==> src/rtl/vga_pkg.sv <==
// ============================================================================
// vga_pkg : shared types, constants and default-palette expansion for the
//           VGA pixel compositor.                             Revision: 1.0
// ============================================================================
`default_nettype none

package vga_pkg;

  typedef struct packed {
    logic [3:0] r;
    logic [3:0] g;
    logic [3:0] b;
  } rgb12;

  typedef enum logic [0:0] {
    ST_INIT = 1'b0,
    ST_RUN  = 1'b1
  } state_t;

  localparam int         H_ACTIVE       = 640;
  localparam int         V_ACTIVE       = 480;
  localparam int         PAL_AW         = 8;
  localparam logic [7:0] TRANSP_IDX_DEF = 8'h00;

  // RRRGGGBB index expanded to 4 bits per channel by replicating the MSBs.
  function automatic rgb12 default_pal(input logic [7:0] idx);
    rgb12 c;
    c.r = {idx[7:5], idx[7]};
    c.g = {idx[4:2], idx[4]};
    c.b = {idx[1:0], idx[1:0]};
    return c;
  endfunction

endpackage

`default_nettype wire

==> src/rtl/vga_pixel_compositor_if.sv <==
// ============================================================================
// vga_pixel_compositor_if : sprite/sync inputs, palette write port and pin
//                           outputs of the pixel compositor.  Revision: 1.0
// ============================================================================
`default_nettype none

interface vga_pixel_compositor_if;
  logic        i_hs;
  logic        i_vs;
  logic        i_active;
  logic [1:0]  i_spr_on;
  logic [7:0]  i_spr_data;
  logic [11:0] i_bg_rgb;
  logic        i_pal_we;
  logic [7:0]  i_pal_addr;
  logic [11:0] i_pal_wdata;
  logic        o_pal_ack;
  logic        o_init_busy;
  logic [3:0]  o_red;
  logic [3:0]  o_green;
  logic [3:0]  o_blue;
  logic        o_hs;
  logic        o_vs;

  modport master (
    output i_hs, i_vs, i_active, i_spr_on, i_spr_data, i_bg_rgb,
           i_pal_we, i_pal_addr, i_pal_wdata,
    input  o_pal_ack, o_init_busy, o_red, o_green, o_blue, o_hs, o_vs
  );

  modport slave (
    input  i_hs, i_vs, i_active, i_spr_on, i_spr_data, i_bg_rgb,
           i_pal_we, i_pal_addr, i_pal_wdata,
    output o_pal_ack, o_init_busy, o_red, o_green, o_blue, o_hs, o_vs
  );
endinterface

`default_nettype wire

==> src/rtl/palette_ram.sv <==
// ============================================================================
// palette_ram : DEPTH x DW palette, one synchronous write port and one
//               registered read-first read port.             Revision: 1.0
// ============================================================================
`default_nettype none

module palette_ram #(
  parameter int DEPTH = 256,
  parameter int AW    = 8,
  parameter int DW    = 12
) (
  input  logic          clk,
  input  logic          we,
  input  logic [AW-1:0] waddr,
  input  logic [DW-1:0] wdata,
  input  logic [AW-1:0] raddr,
  output logic [DW-1:0] rdata
);

  logic [DW-1:0] mem [DEPTH];

  // Read samples the array before this edge's write lands: read-first.
  always_ff @(posedge clk) begin
    if (we) begin
      mem[waddr] <= wdata;
    end
    rdata <= mem[raddr];
  end

endmodule

`default_nettype wire

==> src/rtl/vga_pixel_compositor.sv <==
// ============================================================================
// vga_pixel_compositor : palette lookup, background fallback and sync
//                        re-timing for the Basys 3 VGA pins.  Revision: 1.0
// ============================================================================
`default_nettype none

module vga_pixel_compositor
  import vga_pkg::*;
#(
  parameter int         DATA_LAT   = 2,
  parameter int         ON_LAT     = 1,
  parameter logic [7:0] TRANSP_IDX = TRANSP_IDX_DEF,
  parameter int         PAL_DEPTH  = 256
) (
  input  logic                    i_clk,
  input  logic                    i_rst_n,
  vga_pixel_compositor_if.slave   bus
);

  localparam int ON_DLY = DATA_LAT - ON_LAT;

  state_t            r_state;
  state_t            w_state_nxt;
  logic [PAL_AW-1:0] r_cnt;
  logic [PAL_AW-1:0] w_cnt_nxt;
  logic              r_ack;
  logic              w_ram_we;
  logic [PAL_AW-1:0] w_ram_addr;
  rgb12              w_ram_wdata;
  rgb12              w_ram_rdata;

  always_ff @(posedge i_clk or negedge i_rst_n) begin
    if (!i_rst_n) begin
      r_state <= ST_INIT;
      r_cnt   <= '0;
      r_ack   <= 1'b0;
    end else begin
      r_state <= w_state_nxt;
      r_cnt   <= w_cnt_nxt;
      r_ack   <= (r_state == ST_RUN) && bus.i_pal_we;
    end
  end

  // INIT owns the write port; external writes only reach the RAM in RUN.
  always_comb begin
    w_state_nxt = r_state;
    w_cnt_nxt   = r_cnt;
    w_ram_we    = 1'b0;
    w_ram_addr  = bus.i_pal_addr;
    w_ram_wdata = bus.i_pal_wdata;
    case (r_state)
      ST_INIT: begin
        w_ram_we    = 1'b1;
        w_ram_addr  = r_cnt;
        w_ram_wdata = default_pal(r_cnt);
        w_cnt_nxt   = r_cnt + 1'b1;
        if (r_cnt == '1) begin
          w_state_nxt = ST_RUN;
        end
      end
      ST_RUN: begin
        w_ram_we = bus.i_pal_we;
      end
      default: begin
        w_state_nxt = ST_INIT;
      end
    endcase
  end

  palette_ram #(
    .DEPTH (PAL_DEPTH),
    .AW    (PAL_AW),
    .DW    (12)
  ) u_palette_ram (
    .clk   (i_clk),
    .we    (w_ram_we),
    .waddr (w_ram_addr),
    .wdata (w_ram_wdata),
    .raddr (bus.i_spr_data),
    .rdata (w_ram_rdata)
  );

  logic                     w_on_in;
  logic                     w_on_s0;
  logic [DATA_LAT-1:0][2:0] r_sync_dly;
  logic [DATA_LAT:0][2:0]   w_sync_cat;
  logic                     w_hs_s0;
  logic                     w_vs_s0;
  logic                     w_act_s0;

  assign w_on_in = |bus.i_spr_on;

  generate
    if (ON_DLY > 0) begin : g_on_dly
      logic [ON_DLY-1:0] r_on_dly;
      logic [ON_DLY:0]   w_on_cat;
      assign w_on_cat = {r_on_dly, w_on_in};
      always_ff @(posedge i_clk or negedge i_rst_n) begin
        if (!i_rst_n) begin
          r_on_dly <= '0;
        end else begin
          r_on_dly <= w_on_cat[ON_DLY-1:0];
        end
      end
      assign w_on_s0 = r_on_dly[ON_DLY-1];
    end else begin : g_on_pass
      assign w_on_s0 = w_on_in;
    end
  endgenerate

  assign w_sync_cat = {r_sync_dly, bus.i_hs, bus.i_vs, bus.i_active};

  always_ff @(posedge i_clk or negedge i_rst_n) begin
    if (!i_rst_n) begin
      r_sync_dly <= '0;
    end else begin
      r_sync_dly <= w_sync_cat[DATA_LAT-1:0];
    end
  end

  assign {w_hs_s0, w_vs_s0, w_act_s0} = r_sync_dly[DATA_LAT-1];

  logic       r_s1_hs;
  logic       r_s1_vs;
  logic       r_s1_act;
  logic       r_s1_on;
  logic [7:0] r_s1_idx;
  rgb12       w_rgb;
  rgb12       r_rgb;
  logic       r_hs;
  logic       r_vs;

  // S1 runs in parallel with the registered palette read.
  always_ff @(posedge i_clk or negedge i_rst_n) begin
    if (!i_rst_n) begin
      r_s1_hs  <= 1'b0;
      r_s1_vs  <= 1'b0;
      r_s1_act <= 1'b0;
      r_s1_on  <= 1'b0;
      r_s1_idx <= '0;
    end else begin
      r_s1_hs  <= w_hs_s0;
      r_s1_vs  <= w_vs_s0;
      r_s1_act <= w_act_s0;
      r_s1_on  <= w_on_s0;
      r_s1_idx <= bus.i_spr_data;
    end
  end

  always_comb begin
    w_rgb = '0;
    if ((r_state == ST_RUN) && r_s1_act) begin
      if (!r_s1_on || (r_s1_idx == TRANSP_IDX)) begin
        w_rgb = bus.i_bg_rgb;
      end else begin
        w_rgb = w_ram_rdata;
      end
    end
  end

  always_ff @(posedge i_clk or negedge i_rst_n) begin
    if (!i_rst_n) begin
      r_rgb <= '0;
      r_hs  <= 1'b0;
      r_vs  <= 1'b0;
    end else begin
      r_rgb <= w_rgb;
      r_hs  <= r_s1_hs;
      r_vs  <= r_s1_vs;
    end
  end

  assign bus.o_red       = r_rgb.r;
  assign bus.o_green     = r_rgb.g;
  assign bus.o_blue      = r_rgb.b;
  assign bus.o_hs        = r_hs;
  assign bus.o_vs        = r_vs;
  assign bus.o_pal_ack   = r_ack;
  assign bus.o_init_busy = (r_state == ST_INIT);

endmodule

`default_nettype wire

==> src/flat_wrapper.sv <==
// flat-port wrapper written by rule: the top's interface ports become plain ports
module vga_pixel_compositor_flat import vga_pkg::*;
#(
  parameter int         DATA_LAT   = 2,
  parameter int         ON_LAT     = 1,
  parameter logic [7:0] TRANSP_IDX = TRANSP_IDX_DEF,
  parameter int         PAL_DEPTH  = 256
)
  (i_clk, i_rst_n, bus_i_hs, bus_i_vs, bus_i_active, bus_i_spr_on, bus_i_spr_data, bus_i_bg_rgb, bus_i_pal_we, bus_i_pal_addr, bus_i_pal_wdata, bus_o_pal_ack, bus_o_init_busy, bus_o_red, bus_o_green, bus_o_blue, bus_o_hs, bus_o_vs);
  vga_pixel_compositor_if bus_i ();
  input  logic i_clk;
  input  logic i_rst_n;
  input wire logic [$bits(bus_i.i_hs)-1:0] bus_i_hs;
  input wire logic [$bits(bus_i.i_vs)-1:0] bus_i_vs;
  input wire logic [$bits(bus_i.i_active)-1:0] bus_i_active;
  input wire logic [$bits(bus_i.i_spr_on)-1:0] bus_i_spr_on;
  input wire logic [$bits(bus_i.i_spr_data)-1:0] bus_i_spr_data;
  input wire logic [$bits(bus_i.i_bg_rgb)-1:0] bus_i_bg_rgb;
  input wire logic [$bits(bus_i.i_pal_we)-1:0] bus_i_pal_we;
  input wire logic [$bits(bus_i.i_pal_addr)-1:0] bus_i_pal_addr;
  input wire logic [$bits(bus_i.i_pal_wdata)-1:0] bus_i_pal_wdata;
  output wire logic [$bits(bus_i.o_pal_ack)-1:0] bus_o_pal_ack;
  output wire logic [$bits(bus_i.o_init_busy)-1:0] bus_o_init_busy;
  output wire logic [$bits(bus_i.o_red)-1:0] bus_o_red;
  output wire logic [$bits(bus_i.o_green)-1:0] bus_o_green;
  output wire logic [$bits(bus_i.o_blue)-1:0] bus_o_blue;
  output wire logic [$bits(bus_i.o_hs)-1:0] bus_o_hs;
  output wire logic [$bits(bus_i.o_vs)-1:0] bus_o_vs;
  assign bus_i.i_hs = bus_i_hs;
  assign bus_i.i_vs = bus_i_vs;
  assign bus_i.i_active = bus_i_active;
  assign bus_i.i_spr_on = bus_i_spr_on;
  assign bus_i.i_spr_data = bus_i_spr_data;
  assign bus_i.i_bg_rgb = bus_i_bg_rgb;
  assign bus_i.i_pal_we = bus_i_pal_we;
  assign bus_i.i_pal_addr = bus_i_pal_addr;
  assign bus_i.i_pal_wdata = bus_i_pal_wdata;
  assign bus_o_pal_ack = bus_i.o_pal_ack;
  assign bus_o_init_busy = bus_i.o_init_busy;
  assign bus_o_red = bus_i.o_red;
  assign bus_o_green = bus_i.o_green;
  assign bus_o_blue = bus_i.o_blue;
  assign bus_o_hs = bus_i.o_hs;
  assign bus_o_vs = bus_i.o_vs;
  vga_pixel_compositor #(.DATA_LAT(DATA_LAT), .ON_LAT(ON_LAT), .TRANSP_IDX(TRANSP_IDX), .PAL_DEPTH(PAL_DEPTH)) u_core (.i_clk(i_clk), .i_rst_n(i_rst_n), .bus(bus_i));
endmodule
==> config.mk <==
export PLATFORM = sky130hd
export DESIGN_NAME = vga_pixel_compositor_flat
export DESIGN_NICKNAME = d
export VERILOG_FILES = /design/src/rtl/vga_pkg.sv /design/src/rtl/vga_pixel_compositor_if.sv /design/src/rtl/palette_ram.sv /design/src/rtl/vga_pixel_compositor.sv /design/src/flat_wrapper.sv
export SDC_FILE = /design/constraint.sdc
export NUM_CORES = 2
export LEC_CHECK = 0
export BUFFER_PORTS_ARGS = -buffer_cell sky130_fd_sc_hd__buf_4
export CELL_PAD_IN_SITES_DETAIL_PLACEMENT = 0
export CELL_PAD_IN_SITES_GLOBAL_PLACEMENT = 2
export CORE_MARGIN = 4
export CORE_UTILIZATION = 51
export DETAILED_ROUTE_END_ITERATION = 12
export PLACE_DENSITY = 0.87
export RECOVER_POWER = 100
export SLEW_MARGIN = 20
export SYNTH_ARGS = -nofsm -noshare
export SYNTH_HDL_FRONTEND = slang
export SYNTH_SLANG_ARGS = --single-unit
==> constraint.sdc <==
create_clock -name i_clk -period 18.6 [get_ports i_clk]
set_input_delay 3.72 -clock i_clk [delete_from_list [all_inputs] [get_ports i_clk]]
set_output_delay 3.72 -clock i_clk [all_outputs]
set_load 0.005 [all_outputs]
==> metrics.txt <==
status=finished with violations; failing checks=max-capacitance violations, max-slew violations; Slew Limit Headroom=-503%; gr usage total=24.6%; leakage=41.5 nW; met2 Resource Use GR=37.5%; most heavily used metal layer in global routing=met2; die width=493 microns; Synth Area in Compound Gates=3.89%; Setup Crit Path Kind=in2reg; Worst-Skew Late Latency=930 ps; Worst-Margin Slew=9040 ps; #FFs+latches synth=3,127; vias in the first global route=59,100; number of max-cap violations=93; PortBufs=63; Setup Fix Bufs, Post-CTS=0; # setup viols final=0; # resized after CTS=0; post-synthesis cell count=5,601; CP arrival=13,430 ps; post-DP HPWL=174 mm; nature of the critical path endpoint=flip-flop; drt total wl=300 mm; CP Launch Point=bus_i_spr_data[1]; I/O pins=64; sum of negative setup slack=0 ps; routed len/inst=32.5 microns; Avg Cell Area, Syn=21.4 sq um; cell total after placement=8,710; post-route clock period utilization=67.8%; post-synthesis mux area share=14.1%; Layout Cells excl Fill=9,259; worst clock skew=63.0 ps; buffer and inverter count on the worst path=5; Post-Synth Simple-Gate Area=2.09%; initial antenna violation count=16; EDFF count, synth=3,072; Top FF cell, synth=edfxtp_1; die area=243,000 sq um; detailed-route via count=59,600; Synth Area in XOR/XNOR=0.0511%; post-layout util=57.2%; CTS root buffer=clkbuf_16; syn_nets=5,650; Final ANT Viol Nets=0; Worst R2R Start=u_core.r_state$_DFF_PN0_; final instance area=133,000 sq um; met3 Track Usage GR=5.51%; Critical Path Max Stage Delay=5300 ps; unrepaired setup endpoints after global routing=no; initial DRC count=8,872; Critical-path top delay cell=clkbuf_1; Final Hold Fails=0; CTS tree=yes; Worst Path Max Fanout=117; Worst Min Path Start=u_core.r_s1_vs$_DFF_PN0_; worst vdd ir=0.102 mV; DR pass1 iterations=6; Peak Freq=0.0793 GHz; core area=233,000 sq um; initial core utilization=51.4%; met1 Track Usage GR=35.1%; startpoint types=input port; DP Worst Slack=9140 ps; grt ovf=0; final hold slack=344 ps; Vias/cell=6.44; mapped cell area=120,000 sq um; CP required=19,430 ps; crit path time final=12,610 ps; Hold Path Class=reg2reg; Row Count=177; CTS H-tree lvls=5; # fillers=16,700; CP delay by family, top=buffers and inverters; clock-pin slew of the registers on the worst-case setup and hold paths=60 ps; asr flop ratio synth=1.38%; Most common cell on crit path=clkbuf_1; Synth cell types=65; total clock sinks=3,127; power density cells=106 nW/um^2; CP cell instances=buf_8 -> buf_4 -> clkbuf_1 -> nand3b_1 -> nor2_1 -> clkbuf_1 -> a221oi_1 -> a31oi_1 -> nor4_2 -> clkbuf_1 -> nor4_1; synthesis-to-layout area growth=11.1%; nets=5,950; Multi-input gate area=24,300 sq um; Num CTS Buffers=319; Register Area=93,600 sq um; largest net degree at the start of global routing=217; cts hold-fix bufs=0; Seq/Total Area, Yosys=78.0%; first-pass GRT wire length=430 mm; Clock Path Buffers=4; total power=14.1 mW; largest family of logic cells by synthesized area=multiplexers; Final Slew Violations=3,826; final worst slack=5990 ps; yosys warns=0; DRC violations left=0; share of cells above drive strength 1=20.1%; die height=493 microns; Synth Area in Adders=0.0104%; Cell Area, Placed=125,000 sq um; GP Congestion=0.829
[layout make-up]
cell class,count,area share [%]
repair buffers,320,1.32
diodes,7,0.0131
well taps,3132,2.94
multi-input cells,2121,18.2
clock inverters,140,0.917
clock buffers,400,6.32
flip-flops and latches,3127,70.2
inverters,12,0.0338
[state kept, by name, summed over array words and instances, names as in the netlist]
signal and cells:
u_core.bus.o_blue 4, u_core.bus.o_green 4, u_core.bus.o_hs 1, u_core.bus.o_pal_ack 1, u_core.bus.o_red 4, u_core.bus.o_vs 1, u_core.g_on_dly.r_on_dly 1, u_core.r_cnt 8
u_core.r_s1_act 1, u_core.r_s1_hs 1, u_core.r_s1_idx 8, u_core.r_s1_on 1, u_core.r_s1_vs 1, u_core.r_state 1, u_core.r_sync_dly 6, u_core.u_palette_ram.mem 3072
u_core.u_palette_ram.rdata 12
[power breakdown]
part           switching [mW]  internal, mW
Clock                    2.53          3.48
Sequential             0.0150          7.62
Combinational           0.269         0.159
Total                    2.82          11.3
[kinds of logic after synthesis]
kind of cell    Yosys count
compound gates          671
xor+xnor                  7
fa+ha+maj                 1
buf+inv                 353
flops                  3127
mux                     871
simple gates            571
[layer usage]
layer / up-vias / part of all wire [%]
met4: 6 / 4.2
met1: 31400 / 38
met5: - / 0.013
met3: 565 / 11
met2: 3471 / 47
li1: 24200 / -
[worst register-to-register path: cells and delay by family (launching register included)]
kind          cells  cell delay, ps
simple gates      2            2100
buf+inv           4            8920
flops             1             380
[cell usage in the layout, fill, tap and decap left out, types with 7 or more instances in the layout]
| cell | count |
|---|---|
| clkinvlp_4 | 8 |
| nor4_1 | 24 |
| bufinv_16 | 21 |
| a211oi_1 | 11 |
| buf_4 | 96 |
| a31oi_1 | 25 |
| o22a_1 | 10 |
| clkbuf_4 | 25 |
| clkbuf_16 | 324 |
| nor2_1 | 321 |
| mux4_1 | 10 |
| a221oi_1 | 44 |
| nor3_2 | 7 |
| clkinv_2 | 42 |
| inv_1 | 10 |
| mux4_2 | 640 |
| nor3_1 | 48 |
| nor4_2 | 12 |
| dfrtp_1 | 42 |
| o221ai_1 | 47 |
| nand2_1 | 72 |
| dfxtp_1 | 12 |
| o22ai_1 | 58 |
| clkbuf_1 | 265 |
| a22o_1 | 34 |
| nand3_1 | 34 |
| o21ai_0 | 70 |
| a21o_1 | 10 |
| clkinv_1 | 61 |
| edfxtp_1 | 3072 |
| a22oi_1 | 204 |
| a21oi_1 | 120 |
| mux2i_1 | 215 |
| diode_2 | 7 |
[worst paths after layout]
| kind | endpoint | slack [ps] | cells after the start |
|---|---|---|---|
| setup / recovery | u_core.u_palette_ram.rdata[7]$_DFF_P_ | 5990 | 11 |
| hold / removal | u_core.bus.o_vs$_DFF_PN0_ | 340 | 0 |
| setup reg to reg | u_core.u_palette_ram.mem[84][2]$_DFFE_PP_ | 6370 | 6 |
| hold reg to reg | u_core.bus.o_vs$_DFF_PN0_ | 340 | 0 |
| max in group asynchronous | u_core.r_state$_DFF_PN0_ | 12770 | 1 |
| min in group asynchronous | u_core.bus.o_red[0]$_DFF_PN0_ | 3810 | 1 |
[cell usage after synthesis, drive strengths merged (43+ instances only)]
library cell,instances,share of area [%]
edfxtp,3072,77
mux4,650,12
nor2,326,1.0
mux2i,215,1.8
a22oi,204,1.3
buf,204,1.4
clkbuf,137,0.43
a21oi,122,0.51
o21ai,77,0.32
nand2,73,0.23
o22ai,58,0.30
nor3,55,0.23
o221ai,48,0.36
a221oi,46,0.35
dfrtp,43,0.90
No activity file was read; power rests on OpenSTA's default activity.
